## src/rtl/register_bank.sv

```systemverilog
// register_bank: DEPTH general-purpose registers of WIDTH bits with one
// modify port (LOAD/INC/DEC/SHL/SHR/CLR), two combinational read ports,
// registered zero/carry flags and a multi-cycle clear-all sweep.
// Optional build macro: REGBANK_BYPASS_EN adds write-through read bypass.
// The reset input is asynchronous and active-low (0 = reset).
module register_bank #(
    parameter int WIDTH = 8,
    parameter int DEPTH = 4,
    parameter int AW    = $clog2(DEPTH)
) (
    input  logic             clk,
    input  logic             reset,
    input  logic [2:0]       op,
    input  logic [AW-1:0]    wr_addr,
    input  logic [WIDTH-1:0] wr_data,
    input  logic             clr_all,
    input  logic [AW-1:0]    rd_addr_a,
    input  logic [AW-1:0]    rd_addr_b,
    output logic [WIDTH-1:0] rd_data_a,
    output logic [WIDTH-1:0] rd_data_b,
    output logic             zero,
    output logic             carry,
    output logic             busy
);

    localparam logic [2:0] OP_LOAD = 3'b001;
    localparam logic [2:0] OP_INC  = 3'b010;
    localparam logic [2:0] OP_DEC  = 3'b011;
    localparam logic [2:0] OP_SHL  = 3'b100;
    localparam logic [2:0] OP_SHR  = 3'b101;
    localparam logic [2:0] OP_CLR  = 3'b110;

    typedef enum logic {
        IDLE  = 1'b0,
        SWEEP = 1'b1
    } state_t;

    state_t           state_q, state_d;
    logic [AW-1:0]    idx_q, idx_d;
    logic [WIDTH-1:0] regs_q [DEPTH];
    logic [WIDTH-1:0] regs_d [DEPTH];
    logic             zero_q, zero_d;
    logic             carry_q, carry_d;

    logic             wr_addr_ok;
    logic             op_active;
    logic             op_exec;
    logic [WIDTH-1:0] old_val;
    logic [WIDTH-1:0] op_result;
    logic             op_carry;

    // Decode the requested op and compute its result and carry from the target register.
    always_comb begin
        wr_addr_ok = (32'(wr_addr) < DEPTH);
        old_val    = '0;
        if (wr_addr_ok) begin
            old_val = regs_q[wr_addr];
        end
        op_active = 1'b1;
        op_result = old_val;
        op_carry  = 1'b0;
        case (op)
            OP_LOAD: op_result = wr_data;
            OP_INC:  {op_carry, op_result} = {1'b0, old_val} + (WIDTH + 1)'(1);
            OP_DEC: begin
                op_result = old_val - WIDTH'(1);
                op_carry  = (old_val == '0);
            end
            OP_SHL: begin
                op_result = {old_val[WIDTH-2:0], 1'b0};
                op_carry  = old_val[WIDTH-1];
            end
            OP_SHR: begin
                op_result = {1'b0, old_val[WIDTH-1:1]};
                op_carry  = old_val[0];
            end
            OP_CLR:  op_result = '0;
            default: op_active = 1'b0;
        endcase
        // A clear-all request wins over a simultaneous op, and nothing executes mid-sweep.
        op_exec = (state_q == IDLE) && !clr_all && wr_addr_ok && op_active;
    end

    // Next-state logic: op execution in IDLE, one register cleared per cycle in SWEEP.
    always_comb begin
        state_d = state_q;
        idx_d   = idx_q;
        zero_d  = zero_q;
        carry_d = carry_q;
        for (int i = 0; i < DEPTH; i++) begin
            regs_d[i] = regs_q[i];
        end
        case (state_q)
            IDLE: begin
                if (clr_all) begin
                    state_d = SWEEP;
                    idx_d   = '0;
                end else if (op_exec) begin
                    regs_d[wr_addr] = op_result;
                    zero_d          = (op_result == '0);
                    carry_d         = op_carry;
                end
            end
            SWEEP: begin
                regs_d[idx_q] = '0;
                if (idx_q == AW'(DEPTH - 1)) begin
                    state_d = IDLE;
                    idx_d   = '0;
                    zero_d  = 1'b1;
                    carry_d = 1'b0;
                end else begin
                    idx_d = idx_q + AW'(1);
                end
            end
            default: state_d = IDLE;
        endcase
    end

    // State, register array and flags; reset clears everything without waiting for a clock.
    always_ff @(posedge clk or negedge reset) begin
        if (!reset) begin
            state_q <= IDLE;
            idx_q   <= '0;
            zero_q  <= 1'b0;
            carry_q <= 1'b0;
            for (int i = 0; i < DEPTH; i++) begin
                regs_q[i] <= '0;
            end
        end else begin
            state_q <= state_d;
            idx_q   <= idx_d;
            zero_q  <= zero_d;
            carry_q <= carry_d;
            for (int i = 0; i < DEPTH; i++) begin
                regs_q[i] <= regs_d[i];
            end
        end
    end

    // Read ports: stored contents, zero for unpopulated addresses, optional write-through.
    always_comb begin
        rd_data_a = '0;
        rd_data_b = '0;
        if (32'(rd_addr_a) < DEPTH) begin
            rd_data_a = regs_q[rd_addr_a];
        end
        if (32'(rd_addr_b) < DEPTH) begin
            rd_data_b = regs_q[rd_addr_b];
        end
`ifdef REGBANK_BYPASS_EN
        if (op_exec && (rd_addr_a == wr_addr)) begin
            rd_data_a = op_result;
        end
        if (op_exec && (rd_addr_b == wr_addr)) begin
            rd_data_b = op_result;
        end
`endif
    end

    assign zero  = zero_q;
    assign carry = carry_q;
    assign busy  = (state_q == SWEEP);

endmodule

```

## config.mk

```make
export PLATFORM = sky130hd
export DESIGN_NAME = register_bank
export DESIGN_NICKNAME = d
export VERILOG_FILES = /design/src/rtl/register_bank.sv
export SDC_FILE = /design/constraint.sdc
export NUM_CORES = 1
export LEC_CHECK = 0
export ABC_AREA = 1
export CORE_ASPECT_RATIO = 1.1
export CORE_MARGIN = 2
export CORE_UTILIZATION = 45
export DETAILED_ROUTE_END_ITERATION = 8
export HOLD_SLACK_MARGIN = 0.12
export PLACE_DENSITY = 0.66
export SLEW_MARGIN = 0
export SYNTH_ARGS = -nofsm -noshare
export SYNTH_HDL_FRONTEND = slang
export SYNTH_SLANG_ARGS = --single-unit
```

## constraint.sdc

```tcl
create_clock -name clk -period 4 [get_ports clk]
set_clock_uncertainty 0.2 [all_clocks]
set_input_delay 0.8 -clock clk [delete_from_list [all_inputs] [get_ports clk]]
set_output_delay 0.8 -clock clk [all_outputs]
set_load 0.005 [all_outputs]
```

---- Word-level counts from Yosys, hierarchy flattened ----
Index checks and enable logic that the tools add are counted.
storage, ports and cells
  logic and storage cells ................. 79
  input bits .............................. 20
  register bits ........................... 37
  output and inout bits ................... 19
operators by class
  mux-type cells .......................... 34
  magnitude comparators ................... 6
  equal/unequal tests ..................... 11
  $add $sub $neg .......................... 3
  bitwise operators ....................... 7
  reductions and logical operators ........ 10
operator list
  kind                   count
  $mux W32               2
  $mux W8                8
  $pmux W32 S2           1
  $bmux W8 S2            3
  $pmux W8 S6            1
  $and A32 B32 Y32       1
  $bwmux W32             1
  $demux W8 S2           2
  $not A32 Y32           1
  $logic_not A8 Y1       2
  $ge A3 B3 Y1 const B   4
  $not A2 Y3             4
  $add A8 B1 Y9 const B  1
  $eq A3 B3 Y1 const B   3
  $mux W1                9
  $sub A8 B1 Y8 const B  1
  $eq A3 B2 Y1 const B   2
  $lt A3 B1 Y1 const B   2
  $ne A2 B2 Y1 const B   3
  $pmux W1 S2            3
  $reduce_or A6 Y1       1
  $logic_and A1 B1 Y1    4
  $mux W2                2
  $pmux W1 S4            1
  other kinds (9)        9

---- Longest topological paths before layout ----
Gate-level depths: netlist of the first run.
  depth after elaboration ................. 10
  gate-level depth with buffers ........... 18

---- Least setup slack after synthesis of the first run ----
No wires, ideal clock.
  kind .................................... input -> register
  start ................................... input port wr_addr[0]
  end ..................................... register zero_q, in the netlist zero
  path buffers ............................ 1
  library setup time ...................... 0.073 ns
  setup slack ............................. 1.269 ns
  stages on the path ...................... 18
  arrival ................................. 2.458 ns
  data required time ...................... 3.727 ns
  cells stage by stage .................... buf_6 -> nor2_4 -> nand2_1 -> nand2_2 -> nor2_8 -> ha_1 -> inv_1 -> nand2_1 -> nand2_1 -> nor2_1 -> nand3_1 -> nand2_1 -> nand2_1 -> a21oi_1 -> nand2_1 -> nor2_1 -> nand3_1 -> a21oi_2
between the ends
  longest elaborated chain between the ends .. 10
  elaborated cells between the ends (all ways) .. 11
  those cells by class .................... add/sub: 2; mux: 7; bitwise: 1; reduce/logical: 1
ends and longest elaborated chain
  what                                             line    source
  from (decl)                                      14      input logic [AW-1:0] wr_addr,
  $not A2 Y3 (implied by the code) (*)             57      old_val = regs_q[wr_addr];
  $bmux W8 S2 (*)                                  57
  $mux W8 (implied by the code) (*) (2 in series)  57
  $sub A8 B1 Y8 or $add A8 B1 Y9 (tied branches)   66, 64
  $pmux W8 S6 (*)                                  62      case (op)
  $logic_not A8 Y1 (*)                             100     zero_d = (op_result == '0);
  $mux W1 (*)                                      98      end else if (op_exec) begin
  $mux W1 (*)                                      95      if (clr_all) begin
  $pmux W1 S2 (*)                                  93      case (state_q)
  to (signal assigned)                             132     zero_q <= zero_d;
  to (decl)                                        42      logic zero_q, zero_d;
Mark *: on every way between the ends. The rest lies on a longest branch, timed or not. The select of a mux whose other input is x is not followed.
A chain may end at the register's enable or synchronous reset.

---- Worst setup path after layout of the first run ----
  start ................................... input port rd_addr_b[1]
  end ..................................... output port rd_data_b[5]
between the ends
  longest elaborated chain between the ends .. 4
ends and longest elaborated chain
  what                                         line  source
  from (decl)                                  18    input logic [AW-1:0] rd_addr_b,
  $not A2 Y3 (implied by the code)             148   rd_data_b = regs_q[rd_addr_b];
  $bmux W8 S2                                  148
  $mux W8 (implied by the code) (2 in series)  148
  to (decl)                                    20    output logic [WIDTH-1:0] rd_data_b,
Every way passes these cells. The select of a mux whose other input is x is not followed.

==> results of run 1 <==
per-layer routing:
| metal | share of wire | GRT usage | wire length, µm |
|---|---|---|---|
| met3 | 0.089 | 0.04248 | 1038 |
| met4 | 0.019 | 0.07809 | 227 |
| met1 | 0.41 | 0.3998 | 4809 |
| met2 | 0.48 | 0.4483 | 5579 |
| met5 | 0 | 0 | 0 |
stage by stage:
stage,hold slack (ps),util,std cells,instance area [µm²],setup WS (ps)
global placement,305.1,0.5158,693,4015,454.9
floorplan,297.9,-,554,3560,1269
global route,364.8,0.5301,701,4126,335.4
detailed placement,313.7,0.5158,693,4015,387.1
finish,318.5,0.5301,701,4126,482.5
CTS,333.1,0.5301,701,4126,497.5
synthesized netlist by cell type (2+ instances only):
cell      instances  area share
nand2_1         155        0.16
nor2_1           75       0.079
nand3_1          49       0.069
o21ai_0          40       0.056
dfrtp_1          37        0.26
inv_1            36       0.038
a21oi_1          30       0.042
a31oi_1          24       0.042
nand2_2          16       0.028
o22ai_1          15       0.026
nor2_4            8       0.025
clkbuf_1          7      0.0074
ha_1              7       0.025
inv_2             6      0.0063
nand3_2           6       0.017
o21ai_1           6      0.0084
nand2_4           5       0.016
a21oi_2           4      0.0098
buf_6             4       0.013
nor2_2            4      0.0070
nand4_2           2      0.0070
nor2_8            2       0.011
nor3_1            2      0.0028
cell usage in the layout (no fill, tap or decap), drive strengths merged:
master / n
nor3: 2
a22oi: 2
a21oi: 34
o311ai: 1
o21bai: 1
o22ai: 15
o21ai: 46
inv: 43
clkbuf: 6
dfrtp: 37
a31oi: 24
clkdlybuf4s50: 37
nand2: 176
clkinv: 1
nand4: 3
nand3: 56
bufinv: 1
o31ai: 1
ha: 7
a221oi: 1
nor2: 89
buf: 10
cell type report:
cell class                 count  area, µm²
fill                         783       3659
multi-input combinational    458       2345
sequential                    37      925.9
timing repair buffer          47      442.9
inverter                      43      166.4
tap                          108      135.1
clock buffer                   6      72.57
clock inverter                 2      38.79
cells by family after synthesis:
group	share of synthesized area
buffers and inverters	0.08119
and+or+nand+nor	0.4323
adders and majority gates	0.02460
AOI/OAI and AO/OA	0.2018
DFF	0.2601
final timing paths:
| path | start | endpoint | slack, ps | depth (start not counted) |
|---|---|---|---|---|
| max | rd_addr_b[1] | rd_data_b[5] | 480 | 6 |
| max in group asynchronous | reset | regs_q[1]$_DFFE_PN0P_ | 2660 | 1 |
| min reg2reg | carry$_DFFE_PN0P_ | carry$_DFFE_PN0P_ | 320 | 2 |
| max reg2reg | regs_q[16]$_DFFE_PN0P_ | zero$_DFFE_PN0P_ | 1530 | 16 |
| min | carry$_DFFE_PN0P_ | carry$_DFFE_PN0P_ | 320 | 2 |
| min in group asynchronous | reset | regs_q[19]$_DFFE_PN0P_ | 400 | 1 |
flip-flops by register name (all words and copies together), names as in the netlist:
signal  cells
busy        1
carry       1
idx_q       2
regs_q     32
zero        1
tightest hold or removal path, cell delays in order (launching register included):
cell     delay [ps]
dfrtp_1         350
nand3_1          70
nand2_1          70
power groups by stage:
stage / registers [µW] / clock network, µW / logic [µW]
global placement: 793 / 0 / 1380
finish: 806 / 338 / 1410
detailed placement: 797 / 0 / 1400
floorplan: 680 / 0 / 1020
CTS: 789 / 337 / 1410
global route: 820 / 351 / 1590
==> flow_summary.yaml, run 1 <==
status:
  status: "completed"
timing:
  finalSetupViolCount: 0
  slew_violations: 0
  finalSetupTns_ps: 0
  fin_crit_ps: 3517
  relSlewSlack: 0.4329
  max_freq_ghz: 0.2843
  tightest_slew_ps: 850.7
  period_share: 0.8794
  finalHoldViolCount: 0
  rsz0062_at_grt: "no"
floorplanning:
  num_io_pins: 39
  die_h_um: 97.28
  die_w_um: 88.80
  num_rows: 34
  die_area_um2: 8638
  coreArea_um2: 7785
  start_util: 0.4572
setup_path:
  critical_path_required_ps: 3000
  path_max_fanout: 9
  arrival_ps: 2520
  critPathKind: "input port to output port"
  cp-end-kind: "output port"
  startpoint_type: "input port"
  path_delay_family: "buffers and inverters"
  crit_buf_inv: 3
  worst_path_max_delay_cell: "clkdlybuf4s50_1"
  crit_chain: "clkdlybuf4s50_1, inv_1, a21oi_1, o21ai_0, o21ai_0, clkdlybuf4s50_1"
  max_stage_delay_ps: 640
global_route:
  grt_max_degree: 38
  antenna_found_initial: 0
  grt_pass1_wl_mm: 19.24
  gr-usage-all-layers: 0.2835
  grt_pass1_vias: 3773
  grt-ovfl-total: 0
clock_network:
  cts_hold_buf: 0
  cts_tree: "done"
  cts_resized: 0
  clk-insertion-delay-late_ps: 300
  htree_levels: 2
  clkTransAtPathRegs_ps: 80
  cts.sinks: 37
  post-cts-setup-buffers: 0
  numCtsBuffers: 5
  root_buffer: "clkbuf_8"
  cts.path.max_buffers: 2
power_and_ir_drop:
  clkPwrFrac: 0.132
  pwr-share-comb: 0.553
  swShare: 0.5056
  p_leak_uw: 0.001888
  power_uw: 2555
  power_frac_seq: 0.315
  internal_power_uw: 1263
  ir_drop_mv: 0.5532
  power_switching_uw: 1292
  powerDensity_nw_per_um2: 619.2
flow_run:
  drv_cap: 0
routing:
  antenna_left: 0
  post-route-drc-count: 0
  wirelength_mm: 11.66
  avgViaCountPerCell: 5.760
  drtIter0Drc: 365
  via_count: 4038
  firstDrtPassIters: 6
  wl_per_cell_um: 16.63
min_path:
  hold_path_class: "flip-flop to flip-flop"
layout:
  final_net_count: 619
  layout-drive-gt1-share: 0.1248
  antennaDiodeCount: 0
  area_growth_pct: 15.92
synthesis:
  synth_area_um2: 3560
  ys_async_sr_fraction: 1.000
  synth-seq-cells: 37
  netlist_instances: 554
  synth_edf_count: 0
  synth_ff_type: "dfrtp_1"
  synth_nets: 581
  ys_seq_area_frac: 0.2601
  synth.avg_cell_area_um2: 6.425
  synth_cell_types: 37
  synth_warnings: 0
placed_design:
  gp_congestion: 0.9727
  port_buffers: 38
  dp_hpwl_mm: 8.716
No activity file was read; power rests on OpenSTA's default activity.
==> run 2, diff against run 1 <==
- CTS_BUF_LIST: unset -> sky130_fd_sc_hd__clkbuf_4
==> flow_summary.yaml, run 2 (synthesis results as in run 1) <==
placed_design:
  port_buffers: 38
  gp_congestion: 0.9727
  dpl.cell_count: 693
  dpl_cell_area_um2: 4015
  dp_hpwl_mm: 8.716
layout:
  final_common_cell: "nand2_1"
  fill_cells: 785
  mostFrequentLayoutCells: "nand2_1 (155), nor2_1 (75), nand3_1 (49)"
  fin_cells: 701
  seqCellArea_um2: 925.9
  antennaDiodeCount: 0
  layout-drive-gt1-share: 0.1265
  largest_register_ffs: 32
  regMostFlops: "regs_q"
  final_net_count: 619
  utilization: 0.5265
  top_regs: "regs_q (32), idx_q (2)"
  area_growth_pct: 15.15
  stdcell_area_um2: 4099
  multiInputGateArea_um2: 2345
min_path:
  hold_path_class: "flip-flop to flip-flop"
setup_path:
  path_max_fanout: 9
  arrival_ps: 2510
  crit_chain: "clkdlybuf4s50_1, inv_1, a21oi_1, o21ai_0, o21ai_0, clkdlybuf4s50_1"
  worst_path_max_delay_cell: "clkdlybuf4s50_1"
  max_stage_delay_ps: 640
  startpoint_type: "input port"
  critical_path_required_ps: 3000
  cp-end-kind: "output port"
  critPathKind: "input port to output port"
clock_network:
  cts_resized: 0
  cts_tree: "done"
  post-cts-setup-buffers: 0
  clk-insertion-delay-late_ps: 350
  numCtsBuffers: 5
  cts.path.max_buffers: 2
  cts_hold_buf: 0
  htree_levels: 2
  clkTransAtPathRegs_ps: 130
  root_buffer: "clkbuf_4"
  cts.sinks: 37
timing:
  finalHoldViolCount: 0
  max_freq_ghz: 0.2846
  finalSetupViolCount: 0
  rsz0062_at_grt: "no"
  finalSetupTns_ps: 0
  period_share: 0.8785
  fin_crit_ps: 3514
  hold_ws_ps: 330.1
  tightest_slew_ps: 851.0
  slew_violations: 0
  relSlewSlack: 0.4326
power_and_ir_drop:
  internal_power_uw: 1215
  power_switching_uw: 1279
  swShare: 0.5128
  pwr-share-comb: 0.566
  p_leak_uw: 0.001878
  ir_drop_mv: 0.4676
  power_frac_seq: 0.322
  clkPwrFrac: 0.112
  powerDensity_nw_per_um2: 608.5
floorplanning:
  start_util: 0.4572
  coreArea_um2: 7785
  num_io_pins: 39
  die_w_um: 88.80
  die_area_um2: 8638
  num_rows: 34
  die_h_um: 97.28
global_route:
  gr-usage-all-layers: 0.2834
  antenna_found_initial: 0
  grt-ovfl-total: 0
  grt_max_degree: 38
  grt_pass1_vias: 3769
  grt_pass1_wl_mm: 19.14
routing:
  wirelength_mm: 11.61
  firstDrtPassIters: 5
  drtIter0Drc: 335
  wl_per_cell_um: 16.56
  avgViaCountPerCell: 5.785
  post-route-drc-count: 0
  antenna_left: 0
  via_count: 4055
flow_run:
  drv_cap: 0
status:
  status: "completed"
[run 2: through the flow]
| stage | power [µW] | setup WS (ps) |
|---|---|---|
| floorplan | 1695 | 1269 |
| global placement | 2171 | 454.9 |
| detailed placement | 2197 | 387.1 |
| CTS | 2477 | 497.5 |
| global route | 2707 | 335.4 |
| finish | 2494 | 486.1 |
[run 2: cell type report]
class | instances | area share
inverters | 43 | 0.04060
clock buffers | 6 | 0.01099
well taps | 108 | 0.03297
clock inverters | 2 | 0.009463
flip-flops and latches | 37 | 0.2259
repair buffers | 47 | 0.1081
multi-input cells | 458 | 0.5720
[run 2: per-layer routing]
layer | part of all wire | track usage
met5 | 0 | 0
met4 | 0.030 | 0.09091
met3 | 0.078 | 0.04673
met1 | 0.42 | 0.3968
met2 | 0.47 | 0.4420
[run 2: worst paths after layout]
check,start,end,slack [ps],cells after the start
hold / removal,carry$_DFFE_PN0P_,carry$_DFFE_PN0P_,330,2
hold reg to reg,carry$_DFFE_PN0P_,carry$_DFFE_PN0P_,330,2
setup / recovery,rd_addr_b[1],rd_data_b[5],490,6
min in group asynchronous,reset,regs_q[19]$_DFFE_PN0P_,340,1
max in group asynchronous,reset,regs_q[0]$_DFFE_PN0P_,2720,1
setup reg to reg,regs_q[16]$_DFFE_PN0P_,zero$_DFFE_PN0P_,1520,16
[run 2: power by group through the flow]
stage	Clock, µW	Combinational (µW)	Sequential, µW
6_report	278	1410	803
5_1_grt	293	1600	819
3_5_place_dp	0	1400	797
3_3_place_gp	0	1380	793
4_1_cts	282	1410	788
2_1_floorplan	0	1020	680
[run 2: worst max-delay path, delay by kind of cell]
kind                   cells  cell delay, ps
buffers and inverters      3            1380
AOI/OAI and AO/OA          3             330
